## src/rtl/dmem_dump_arbiter_pkg.sv

```systemverilog
// Shared encodings for the data-memory dump arbiter: XLEN codes, dump FSM states
// and the word-size helpers.
package dmem_dump_arbiter_pkg;

  localparam int XLEN_32b = 1;
  localparam int XLEN_64b = 2;

  typedef enum logic [1:0] {
    DUMP_IDLE  = 2'd0,
    DUMP_ISSUE = 2'd1,
    DUMP_WAIT  = 2'd2,
    DUMP_HOLD  = 2'd3
  } dump_state_e;

  function automatic int word_bits(input int xlen);
    return 1 << (xlen + 4);
  endfunction

  function automatic int word_bytes(input int xlen);
    return word_bits(xlen) / 8;
  endfunction

endpackage

```

## src/rtl/dmem_dump_engine.sv

```systemverilog
// Dump FSM: walks [start, end) one word at a time, stealing idle memory-port cycles
// and forcing a single grant once the core has blocked it STARVE_LIMIT times in a row.
module dmem_dump_engine
  import dmem_dump_arbiter_pkg::*;
#(
  parameter int W            = 32,
  parameter int B            = 4,
  parameter int STARVE_LIMIT = 16
) (
  input  logic         i_clk,
  input  logic         i_rst,
  input  logic         i_core_req,
  input  logic         i_dump_start,
  input  logic         i_dump_abort,
  input  logic [W-1:0] i_dump_start_addr,
  input  logic [W-1:0] i_dump_end_addr,
  input  logic [W-1:0] i_mem_rdata,
  input  logic         i_dump_ready,
  output logic         o_grant,
  output logic         o_forced,
  output logic [W-1:0] o_rd_addr,
  output logic         o_dump_busy,
  output logic         o_dump_done,
  output logic         o_dump_err,
  output logic         o_dump_valid,
  output logic [W-1:0] o_dump_addr,
  output logic [W-1:0] o_dump_data
);

  localparam int            AW    = $clog2(B);
  localparam int            CW    = $clog2(STARVE_LIMIT + 2);
  localparam logic [CW-1:0] LIMIT = CW'(STARVE_LIMIT);
  localparam logic [W-1:0]  STEP  = W'(B);

  dump_state_e   r_state;
  dump_state_e   w_state_nxt;
  logic [W-1:0]  r_cur_addr;
  logic [W-1:0]  r_end_addr;
  logic [CW-1:0] r_starve_cnt;
  logic          r_done;
  logic          r_err;
  logic          r_valid;
  logic [W-1:0]  r_addr;
  logic [W-1:0]  r_data;
  logic          w_grant;
  logic          w_forced;
  logic          w_range_ok;
  logic          w_last;
  logic          w_abort;

  assign w_range_ok = (i_dump_start_addr[AW-1:0] == '0) &&
                      (i_dump_end_addr[AW-1:0] == '0) &&
                      (i_dump_end_addr > i_dump_start_addr);
  assign w_last     = (r_cur_addr + STEP) >= r_end_addr;
  assign w_abort    = i_dump_abort && (r_state != DUMP_IDLE);

  // NOTE: every output of this block is given a default first, so no branch can leave one unassigned and infer a latch.
  always_comb begin
    w_state_nxt = r_state;
    w_grant     = 1'b0;
    w_forced    = 1'b0;
    case (r_state)
      DUMP_IDLE:  if (i_dump_start && w_range_ok) w_state_nxt = DUMP_ISSUE;
      DUMP_ISSUE: begin
        if (!i_core_req) begin
          w_grant     = 1'b1;
          w_state_nxt = DUMP_WAIT;
        end else if ((STARVE_LIMIT != 0) && (r_starve_cnt == LIMIT)) begin
          w_grant     = 1'b1;
          w_forced    = 1'b1;
          w_state_nxt = DUMP_WAIT;
        end
      end
      DUMP_WAIT:  w_state_nxt = DUMP_HOLD;
      DUMP_HOLD:  if (i_dump_ready) w_state_nxt = w_last ? DUMP_IDLE : DUMP_ISSUE;
      default:    w_state_nxt = DUMP_IDLE;
    endcase
    if (w_abort) begin
      w_state_nxt = DUMP_IDLE;
      w_grant     = 1'b0;
      w_forced    = 1'b0;
    end
  end

  // NOTE: state updates use <= so every branch below reads the pre-edge values of its peers.
  always_ff @(posedge i_clk) begin
    if (i_rst) begin
      r_state      <= DUMP_IDLE;
      r_cur_addr   <= '0;
      r_end_addr   <= '0;
      r_starve_cnt <= '0;
      r_done       <= 1'b0;
      r_err        <= 1'b0;
      r_valid      <= 1'b0;
      r_addr       <= '0;
      r_data       <= '0;
    end else begin
      r_state <= w_state_nxt;
      r_done  <= 1'b0;
      r_err   <= 1'b0;
      if (w_abort) begin
        r_valid      <= 1'b0;
        r_starve_cnt <= '0;
      end else begin
        case (r_state)
          DUMP_IDLE: begin
            if (i_dump_start && w_range_ok) begin
              r_cur_addr <= i_dump_start_addr;
              r_end_addr <= i_dump_end_addr;
            end else if (i_dump_start) begin
              r_err <= 1'b1;
            end
          end
          DUMP_ISSUE: begin
            if (w_grant)                 r_starve_cnt <= '0;
            else if (STARVE_LIMIT != 0)  r_starve_cnt <= r_starve_cnt + 1'b1;
          end
          DUMP_WAIT: begin
            r_valid <= 1'b1;
            r_addr  <= r_cur_addr;
            r_data  <= i_mem_rdata;
          end
          DUMP_HOLD: begin
            if (i_dump_ready) begin
              r_valid <= 1'b0;
              if (w_last) r_done     <= 1'b1;
              else        r_cur_addr <= r_cur_addr + STEP;
            end
          end
          default: ;
        endcase
      end
    end
  end

  assign o_grant      = w_grant;
  assign o_forced     = w_forced;
  assign o_rd_addr    = r_cur_addr;
  assign o_dump_busy  = (r_state != DUMP_IDLE);
  assign o_dump_done  = r_done;
  assign o_dump_err   = r_err;
  assign o_dump_valid = r_valid;
  assign o_dump_addr  = r_addr;
  assign o_dump_data  = r_data;

endmodule

```

## src/rtl/dmem_dump_arbiter.sv

```systemverilog
// Data-memory port mux between the MEM stage and the debug dump engine; the core
// wins every cycle except the single forced-grant cycle, where it is stalled.
module dmem_dump_arbiter
  import dmem_dump_arbiter_pkg::*;
#(
  parameter  int XLEN         = XLEN_32b,
  parameter  int STARVE_LIMIT = 16,
  localparam int W            = word_bits(XLEN),
  localparam int B            = word_bytes(XLEN)
) (
  input  logic         i_clk,
  input  logic         i_rst,
  input  logic         i_core_req,
  input  logic         i_core_we,
  input  logic [W-1:0] i_core_addr,
  input  logic [W-1:0] i_core_wdata,
  input  logic [B-1:0] i_core_wstrb,
  output logic         o_core_stall,
  output logic [W-1:0] o_core_rdata,
  output logic         o_mem_en,
  output logic         o_mem_we,
  output logic [W-1:0] o_mem_addr,
  output logic [W-1:0] o_mem_wdata,
  output logic [B-1:0] o_mem_wstrb,
  input  logic [W-1:0] i_mem_rdata,
  input  logic         i_dump_start,
  input  logic         i_dump_abort,
  input  logic [W-1:0] i_dump_start_addr,
  input  logic [W-1:0] i_dump_end_addr,
  output logic         o_dump_busy,
  output logic         o_dump_done,
  output logic         o_dump_err,
  output logic         o_dump_valid,
  output logic [W-1:0] o_dump_addr,
  output logic [W-1:0] o_dump_data,
  input  logic         i_dump_ready
);

  logic         w_grant;
  logic         w_forced;
  logic [W-1:0] w_rd_addr;

  dmem_dump_engine #(
    .W            (W),
    .B            (B),
    .STARVE_LIMIT (STARVE_LIMIT)
  ) u_engine (
    .i_clk             (i_clk),
    .i_rst             (i_rst),
    .i_core_req        (i_core_req),
    .i_dump_start      (i_dump_start),
    .i_dump_abort      (i_dump_abort),
    .i_dump_start_addr (i_dump_start_addr),
    .i_dump_end_addr   (i_dump_end_addr),
    .i_mem_rdata       (i_mem_rdata),
    .i_dump_ready      (i_dump_ready),
    .o_grant           (w_grant),
    .o_forced          (w_forced),
    .o_rd_addr         (w_rd_addr),
    .o_dump_busy       (o_dump_busy),
    .o_dump_done       (o_dump_done),
    .o_dump_err        (o_dump_err),
    .o_dump_valid      (o_dump_valid),
    .o_dump_addr       (o_dump_addr),
    .o_dump_data       (o_dump_data)
  );

  always_comb begin
    o_mem_en    = i_core_req;
    o_mem_we    = i_core_we;
    o_mem_addr  = i_core_addr;
    o_mem_wdata = i_core_wdata;
    o_mem_wstrb = i_core_wstrb;
    if (w_grant) begin
      o_mem_en    = 1'b1;
      o_mem_we    = 1'b0;
      o_mem_addr  = w_rd_addr;
      o_mem_wdata = '0;
      o_mem_wstrb = '0;
    end
  end

  // Read data is never retimed; after a dump read the core simply has nothing to consume.
  assign o_core_rdata = i_mem_rdata;
  assign o_core_stall = w_forced;

endmodule

```

## config.mk

```make
export PLATFORM = sky130hd
export DESIGN_NAME = dmem_dump_arbiter
export DESIGN_NICKNAME = d
export VERILOG_FILES = /design/src/rtl/dmem_dump_arbiter_pkg.sv /design/src/rtl/dmem_dump_engine.sv /design/src/rtl/dmem_dump_arbiter.sv
export SDC_FILE = /design/constraint.sdc
export NUM_CORES = 1
export LEC_CHECK = 0
export ABC_AREA = 1
export CORE_AREA = 2 2 157 159
export DETAILED_ROUTE_END_ITERATION = 10
export DIE_AREA = 0 0 159 161
export HOLD_SLACK_MARGIN = 0.08
export PLACE_DENSITY = 0.68
export SYNTH_ARGS = -nofsm -noshare
export SYNTH_HDL_FRONTEND = slang
export SYNTH_HIERARCHICAL = 1
export SYNTH_SLANG_ARGS = --single-unit
```

## constraint.sdc

```tcl
create_clock -name i_clk -period 2.7 [get_ports i_clk]
set_input_delay 0.675 -clock i_clk [delete_from_list [all_inputs] [get_ports i_clk]]
set_output_delay 0.675 -clock i_clk [all_outputs]
set_load 0.02 [all_outputs]
```

# Word level (Yosys, flattened, before mapping)

Cells that the tools add are included.

Register bits: 138
Input port bits: 171
Output and inout port bits: 171

Add/sub/neg operators: 2
Order comparisons: 2
Eq/ne operators: 8
Multiplexer cells: 27
Bitwise operators: 4
Reduce and logical (&&, ||, !) cells: 18

Operators with widths:

| operator                                                              | count |
|---|---|
| 32-bit two-way mux                                                    | 5 |
| 32-bit case mux with 2 select lines                                   | 1 |
| 32-bit by 3-bit adder with 32-bit output, second input constant       | 1 |
| 32-bit greater-or-equal comparator                                    | 1 |
| 32-bit greater-than comparator                                        | 1 |
| 1-bit two-way mux                                                     | 13 |
| 2-bit two-way mux                                                     | 4 |
| 2-bit case mux with 4 select lines                                    | 1 |
| 4-bit OR reduction                                                    | 2 |
| 2-bit zero test                                                       | 3 |
| 3-bit AND reduction                                                   | 2 |
| 2-bit nonzero test                                                    | 3 |
| 5-bit by 1-bit adder with 5-bit output, second input constant         | 1 |
| 5-bit equality test, second input constant                            | 1 |
| 5-bit two-way mux                                                     | 1 |
| 5-bit AND reduction                                                   | 1 |
| 2-bit equality test, second input constant                            | 2 |
| 1-bit logical AND                                                     | 4 |
| 4-bit two-way mux                                                     | 1 |
| 2-bit != test, second input constant                                  | 2 |
| 1-bit NOT                                                             | 4 |
| 2-bit AND reduction                                                   | 2 |
| 3-bit by 2-bit != test with 1-bit output, second input constant       | 1 |
| 2-bit by 1-bit equality test with 1-bit output, second input constant | 1 |
| other kinds (3)                                                       | 3 |

# Longest topological paths before layout

Gate-level depths: netlist (run 1).

Depth after elaboration: 6
Depth in mapped cells: 25
Gate-level depth less buffers: 24

# By module

Netlist (run 1), hierarchy kept.

Modules (own cells, without submodules):

| module            | instances | cells each | area an instance (µm²) | sequential area each (µm²) |
|---|---|---|---|---|
| dmem_dump_engine  | 1         | 1126       | 7782.5                 | 2762.6 |
| dmem_dump_arbiter | 1         | 215        | 974.7                  | 0.0 |

# Least setup slack after synthesis (run 1)

Ideal clock, no wire load.

Path type: flip-flop to flip-flop
Start point: register u_engine.r_cur_addr[2], in the netlist u_engine/o_rd_addr[2]
End point: register u_engine.r_cur_addr[29], in the netlist u_engine/o_rd_addr[29]
Setup time: 0.113 ns
Arrival time: 2.848 ns
Setup slack: -0.261 ns
Stages on the path, launching flop included: 22
Period minus slack after synthesis: 2.961 ns
Path through: dfxtp_1 > nand3_2 > nor2_2 > inv_2 > nor2_4 > nand2_4 > nor2_2 > nand4_1 > or2_0 > and2_1 > ha_1 > a21oi_1 > o21a_1 > nand2_1 > a21oi_1 > nand3_1 > nand2_1 > nand4_4 > buf_6 > buf_6 > nor2_1 > nor2_1

Cells in the longest elaborated chain, start to end: 4
Elaborated cells between the ends (all ways): 7

Ends and longest elaborated chain:

| item                                                                                               | RTL line                                        | RTL |
|---|---|---|
| start, declared                                                                                    | dmem_dump_engine.sv:37                          | `logic [W-1:0] r_cur_addr;` |
| start signal, assigned                                                                             | dmem_dump_engine.sv:108                         | `r_cur_addr <= i_dump_start_addr;` |
| start signal, assigned                                                                             | dmem_dump_engine.sv:127                         | `else r_cur_addr <= r_cur_addr + STEP;` |
| 32-bit by 3-bit adder with 32-bit output (*)                                                       | dmem_dump_engine.sv:54, dmem_dump_engine.sv:127 |  |
| 32-bit greater-or-equal comparator / 32-bit two-way mux (equally long branches)                    | dmem_dump_engine.sv:54, dmem_dump_engine.sv:126 |  |
| 2-bit != test (no source line) / 32-bit two-way mux (equally long branches)                        | -                                               |  |
| 5-bit AND reduction (no source line) / 32-bit case mux with 2 select lines (equally long branches) | -                                               |  |

Every way passes the cells marked *; elsewhere a longest branch is shown, timed or not. The select of a mux whose other input is x is not followed.
A chain may end at the register's enable or synchronous reset.

# Worst setup path in the final report (run 1)

Start point: register u_engine.r_cur_addr[3], in the netlist u_engine/o_rd_addr[3]
End point: register u_engine.r_cur_addr[16], in the netlist u_engine/o_rd_addr[16]

Same word-level chain as after synthesis.

==> flow_metrics.env, run 1 <==
export IMPL_ys_flop_type="dfxtp_1"
export IMPL_wl_met3_um=2450
export IMPL_synth_area_um2=8760
export IMPL_worstPathRequired_ps=3050
export IMPL_critPathArrivalTime_ps=3630
export IMPL_period_needed_ps=3280
export IMPL_fin_worst_skew_ps=13.2
export IMPL_final_nets=2093
export IMPL_synthAdderAreaFrac_pct=10.4
export IMPL_num_vias=10590
export IMPL_first_global_vias=10254
export IMPL_worst_path_max_fanout=7
export IMPL_dp_cells=2084
export IMPL_grt_usage_pct=26.3
export IMPL_whs_path_depth=2
export IMPL_min_from="u_engine/r_end_addr[0]"
export IMPL_async_flop_share_pct=0
export IMPL_portBuffers=341
export IMPL_ys_warn_count=6
export IMPL_r2r_cells=23
export IMPL_crit_top_cell="nand2_2"
export IMPL_powerDensity_nw_per_um2=685
export IMPL_endpoint_kind="flop"
export IMPL_grt_max_degree=74
export IMPL_fillers=1931
export IMPL_cp_start_kind="flop"
export IMPL_path_clk_slew_ps=60
export IMPL_ir_worst_vdd_mv=0.439
export IMPL_cts_made_buffers=17
export IMPL_crit_slowest_cell="dfxtp_4"
export IMPL_hold_violations=0
export IMPL_ys_seq_area_share_pct=31.5
export IMPL_ys_seq_elements=138
export IMPL_power_uw=11100
export IMPL_violations="setup timing"
export IMPL_grt_ovfl_total=0
export IMPL_hold_path_class="flop to flop"
export IMPL_vias_per_cell=4.84
export IMPL_path_cells="nand3_4 -> nor2_4 -> inv_2 -> nor2_4 -> nand2_4 -> buf_6 -> nor3_4 -> buf_6 -> xor2_2 -> ha_1 -> a21oi_2 -> o21ai_1 -> a21oi_2 -> nand2_2 -> nand2_2 -> nand3_2 -> nand2_2 -> nand4_4 -> buf_12 -> buf_12 -> nand2_1 -> nand2_1 -> nor2_1"
export IMPL_core_area_um2=24000
export IMPL_die_area_um2=25600
export IMPL_cts_sinks=138
export IMPL_wl_per_cell_um=16.8
export IMPL_worst_slew_pin_slew_ps=452
export IMPL_run_status="finished, violations left"
export IMPL_dpl_hpwl_um=24900
export IMPL_tritoncts="built"
export IMPL_wirelength_um=36700
export IMPL_synth_edff_count=0
export IMPL_ios=342
export IMPL_synthSimpleGateAreaFrac_pct=27.9
export IMPL_critPathKind="flop to flop"
export IMPL_synth_xor_xnor_area_share_pct=2.19
export IMPL_syn_inst=1341
export IMPL_max_stage_delay_ps=380
export IMPL_drt_antenna_violating_nets=0
export IMPL_fin_cells=2186
export IMPL_die_x_um=159
export IMPL_clock_latency_ps=430
export IMPL_grt_setup_unrepaired="yes"
export IMPL_root_buffer="clkbuf_16"
export IMPL_layout_commonest_cell="clkdlybuf4s50_1"
export IMPL_initial_core_util_pct=36.5
export IMPL_p_leak_uw=0.00752
export IMPL_mostFrequentLayoutCells="clkdlybuf4s50_1 (267), nand2_1 (192), buf_4 (180)"
export IMPL_relSlewSlack_pct=69.8
export IMPL_layout_drive_gt1_share_pct=32.8
export IMPL_fin_crit_sh_pct=122
export IMPL_drc_errors=0
export IMPL_h_tree_depth=4
export IMPL_final_seq_area_um2=2790
export IMPL_dr_pass1_iters=7
export IMPL_antenna_cells=0
export IMPL_muxShareOfSynthArea_pct=0
export IMPL_syn_area_per_cell_um2=6.53
export IMPL_synth_compound_area_share_pct=13.7
export IMPL_post_place_ws_ps=-684
export IMPL_synthDistinctLibCells=35
export IMPL_r2r_start="u_engine/o_rd_addr[3]"
export IMPL_fmaxAchievable_ghz=0.305
export IMPL_antenna_found_initial=1
export IMPL_top_layer="met4"
export IMPL_rr_endpoint="u_engine/o_rd_addr[16]"
export IMPL_finalSetupViolations=98
export IMPL_cts_buffer_depth=2
export IMPL_dr_wl_met2_um=18400
export IMPL_slew_viol_final=0
export IMPL_synth_top_family_by_area="simple AND/OR/NAND/NOR gates"
export IMPL_r2r_setup_slack_ps=-580
export IMPL_synthToLayoutAreaGrowth_pct=85.8
export IMPL_drt_iter0_drc=709
export IMPL_grt_first_pass_wirelength_um=53800
export IMPL_syn_num_nets=1585
export IMPL_met1_length_um=15100
export IMPL_finalWorstSetupSlack_ps=-581
export IMPL_die_h_um=161
export IMPL_maxCapViolCount=0
export IMPL_multi_input_area_um2=5910
export IMPL_whs_endpoint="u_engine/r_end_addr[0]"
export IMPL_cts_hold_buf=0
export IMPL_place_gp_congestion=0.875
export IMPL_num_rows=57
## critical path: cells and delay by family, from the launching register on
kind | cells | cell delay [ps]
and+or+nand+nor | 13 | 1280
buffers and inverters | 5 | 650
AOI/OAI and AO/OA | 3 | 430
DFF | 1 | 380
adders and majority gates | 1 | 290
xor gates and xnor gates | 1 | 150
## power breakdown
part | internal [uW] | switching (uW) | total, uW | leakage (uW)
combinational | 2810 | 3080 | 5890 | 0.00610
sequential | 2530 | 289 | 2820 | 0.00113
clock | 1400 | 1030 | 2430 | 0.000293
## metrics by stage
step           hold slack [ps]  util, %  area [um2]  TNS (ps)
5_1_grt                    484     67.9       16300    -31420
3_5_place_dp               439     56.2       13500    -69210
4_1_cts                    449     64.3       15400    -25200
2_1_floorplan              417        -        8770     -4330
3_3_place_gp               430     56.2       13500    -64640
6_report                   450     67.9       16300    -20590
## routing by layer
layer / vias up / GRT usage, %
li1: 5211 / -
met4: 0 / 6.82
met2: 399 / 47.0
met5: - / 0
met1: 4929 / 32.0
met3: 51 / 5.78
## registers in the layout, indices dropped and copies added (netlist names)
| register | cells |
|---|---|
| u_engine/o_dump_done | 1 |
| u_engine/o_dump_data | 32 |
| u_engine/o_dump_addr | 32 |
| u_engine/r_starve_cnt | 5 |
| u_engine/o_dump_valid | 1 |
| u_engine/o_rd_addr | 32 |
| u_engine/o_dump_err | 1 |
| u_engine/r_end_addr | 32 |
| u_engine/r_state | 2 |
## cell usage after synthesis, types with 12 or more instances
cell type / count / area share [%]
a21oi_1: 96 / 5.5
nand2_1: 310 / 13
clkbuf_1: 28 / 1.2
nor2_1: 203 / 8.7
o21ai_0: 126 / 7.2
nor3_1: 12 / 0.69
nand4_1: 20 / 1.4
xor2_1: 19 / 1.9
buf_2: 20 / 1.1
dfxtp_1: 138 / 32
inv_1: 185 / 7.9
nand3_1: 24 / 1.4
ha_1: 73 / 10
buf_4: 32 / 2.7
## how the worst max path moves through the flow
| stage | start | slack [ps] | to | cells after the start |
|---|---|---|---|---|
| 4_1_cts | u_engine/o_rd_addr[2] | -500 | u_engine/o_rd_addr[11] | 23 |
| 5_1_grt | u_engine/o_rd_addr[10] | -730 | u_engine/o_rd_addr[12] | 21 |
| 3_3_place_gp | i_dump_abort | -670 | o_mem_addr[17] | 10 |
| 6_report | u_engine/o_rd_addr[3] | -580 | u_engine/o_rd_addr[16] | 23 |
| 3_5_place_dp | i_dump_abort | -680 | o_mem_addr[17] | 10 |
| 2_1_floorplan | u_engine/o_rd_addr[4] | -170 | u_engine/o_rd_addr[30] | 22 |
## timing repair
| action | in CTS | in global routing |
|---|---|---|
| cloned | 10 | 1 |
| pin swaps | 52 | 95 |
| gates resized for setup | 595 | 245 |
| endpoints found under the setup margin | 103 | 126 |
| setup buffers | 55 | 16 |
| endpoints found under the hold margin | 0 | 0 |
## area by class of cell
cell class              count  share of cell area [%]
clock buffers              17                    2.61
repair buffers            578                    35.8
inverters                 191                    4.52
clock inverters            15                    1.12
flip-flops and latches    138                    17.1
well taps                 324                    2.49
multi-input cells         923                    36.3
## kinds of logic (layout without fill, tap and decap cells)
group,count (synthesis),after routing
simple gates,592,592
xor+xnor,21,21
fa+ha+maj,73,73
compound gates,237,237
flops,138,138
buf+inv,280,801
Note: power is estimated with default switching activity, not from simulation.
==> inputs of run 2 (changes only) <==
- SKIP_CTS_REPAIR_TIMING: default -> 1
==> flow_metrics.env, run 2 (synthesis results as in run 1) <==
export IMPL_intPower_uw=6550
export IMPL_min_from="u_engine/r_end_addr[0]"
export IMPL_h_tree_depth=4
export IMPL_fin_crit_sh_pct=122
export IMPL_root_buffer="clkbuf_16"
export IMPL_ios=342
export IMPL_worst_path_max_fanout=7
export IMPL_switchingPower_uw=4170
export IMPL_die_x_um=159
export IMPL_vias_per_cell=4.81
export IMPL_path_clk_slew_ps=70
export IMPL_grt_usage_pct=23.8
export IMPL_fin_util_pct=65.3
export IMPL_slew_viol_final=0
export IMPL_cts_made_buffers=17
export IMPL_maxCapViolCount=0
export IMPL_grt_setup_unrepaired="yes"
export IMPL_ir_worst_vdd_mv=0.464
export IMPL_fin_cells=2185
export IMPL_critPathKind="flop to flop"
export IMPL_fin_tns_setup_ps=-27850
export IMPL_tritoncts="built"
export IMPL_grt_first_pass_wirelength_um=49200
export IMPL_critPathArrivalTime_ps=3640
export IMPL_dr_pass1_iters=5
export IMPL_post_route_cell_area_um2=15700
export IMPL_r2r_start="u_engine/o_rd_addr[2]"
export IMPL_wl_per_cell_um=16.3
export IMPL_dp_cells=2084
export IMPL_period_needed_ps=3280
export IMPL_cts_sinks=138
export IMPL_antenna_found_initial=1
export IMPL_pwr_share_seq_pct=26.1
export IMPL_cts_buffer_depth=2
export IMPL_synthToLayoutAreaGrowth_pct=78.8
export IMPL_worst_slew_pin_slew_ps=458
export IMPL_fin_worst_skew_ps=12.7
export IMPL_endpoint_kind="flop"
export IMPL_drc_errors=0
export IMPL_fmaxAchievable_ghz=0.305
export IMPL_r2r_setup_slack_ps=-580
export IMPL_num_rows=57
export IMPL_layout_drive_gt1_share_pct=28.4
export IMPL_placed_area_um2=13500
export IMPL_die_area_um2=25600
export IMPL_worstPathRequired_ps=3060
export IMPL_final_nets=2092
export IMPL_mostFrequentLayoutCells="clkdlybuf4s50_1 (268), nand2_1 (239), buf_4 (193)"
export IMPL_clock_latency_ps=420
export IMPL_powerDensity_nw_per_um2=685
export IMPL_violations="setup timing"
export IMPL_drt_iter0_drc=772
export IMPL_hold_path_class="flop to flop"
export IMPL_hold_violations=0
export IMPL_core_area_um2=24000
export IMPL_grt_ovfl_total=0
export IMPL_run_status="finished, violations left"
export IMPL_dpl_hpwl_um=24900
export IMPL_cp_start_kind="flop"
export IMPL_finalWorstSetupSlack_ps=-581
export IMPL_r2r_cells=24
export IMPL_place_gp_congestion=0.875
export IMPL_antenna_cells=0
export IMPL_grt_max_degree=74
export IMPL_critical_path_endpoint="u_engine/o_rd_addr[16]"
export IMPL_startpoint="u_engine/o_rd_addr[2]"
export IMPL_drt_antenna_violating_nets=0
export IMPL_portBuffers=341
export IMPL_rr_endpoint="u_engine/o_rd_addr[16]"
export IMPL_p_comb_share_pct=51.3
export IMPL_num_vias=10504
export IMPL_first_global_vias=9612
export IMPL_swShare_pct=38.9
export IMPL_wirelength_um=35500
export IMPL_relSlewSlack_pct=69.4
export IMPL_initial_core_util_pct=36.5
export IMPL_p_leak_uw=0.00737
export IMPL_power_uw=10700
export IMPL_finalSetupViolations=94
export IMPL_layout_commonest_cell="clkdlybuf4s50_1"
export IMPL_power_frac_clock_pct=22.6
export IMPL_die_h_um=161
[run 2: cell count changes in the layout (fill, tap and decap cells not counted), moves of 8 or more]
cell | before | now
buf_2 | 1 | 10
o21ai_1 | 10 | 18
nand2_2 | 77 | 54
nand2_4 | 45 | 21
nand2_1 | 192 | 239
nor2_1 | 141 | 165
clkbuf_16 | 18 | 28
nor2_4 | 46 | 23
buf_6 | 89 | 63
buf_4 | 180 | 193
[run 2: how the worst min path moves through the flow]
| stage | end | slack, ps | depth (start not counted) |
|---|---|---|---|
| finish | u_engine/r_end_addr[0] | 450 | 2 |
| global route | u_engine/r_end_addr[24] | 480 | 2 |
| CTS | u_engine/r_end_addr[0] | 450 | 2 |
| detailed placement | u_engine/r_end_addr[0] | 440 | 2 |
| global placement | u_engine/r_end_addr[1] | 430 | 2 |
| floorplan | u_engine/r_end_addr[1] | 420 | 2 |
[run 2: worst max-delay path: stages, from the launching register on]
cell and delay (ps):
dfxtp_4 370, nand3_4 80, nor2_4 100, inv_2 50
nor2_4 110, nand2_4 60, buf_6 130, nor3_4 190
buf_4 150, buf_6 120, xor2_4 180, ha_4 230
a21oi_2 120, o21ai_1 100, a21oi_2 170, nand2_1 110
nand2_2 100, nand3_2 90, nand2_2 100, nand4_4 80
buf_12 170, clkbuf_16 170, nand2_4 60, nand2_2 40
nor2_1 100
[run 2: stage by stage]
step / setup WS (ps) / hold WS [ps]
5_1_grt: -803 / 483
4_1_cts: -684 / 449
2_1_floorplan: -166 / 417
3_3_place_gp: -669 / 430
3_5_place_dp: -684 / 439
6_report: -581 / 448
[run 2: area by class of cell]
class                   instances  area, um2
well taps                     324        405
fillers                      1988       8310
clock inverters                15        181
multi-input cells             923       5470
flip-flops and latches        138       2790
clock buffers                  17        425
inverters                     191        732
repair buffers                577       5660
[run 2: per-layer routing]
metal / track usage, % / wire (um) / part of all wire [%]
met5: 0 / 0 / 0
met4: 7.52 / 784 / 2.2
met3: 5.68 / 2450 / 6.9
met2: 40.7 / 17200 / 48
met1: 29.8 / 15100 / 43
[run 2: power groups by stage]
stage	combinational (uW)	clock [uW]	sequential [uW]
final	5500	2420	2800
after global routing	5900	2550	2860
after CTS	4660	2460	2790
after detailed placement	4630	0	2830
after global placement	4570	0	2810
after floorplan	1900	0	3260
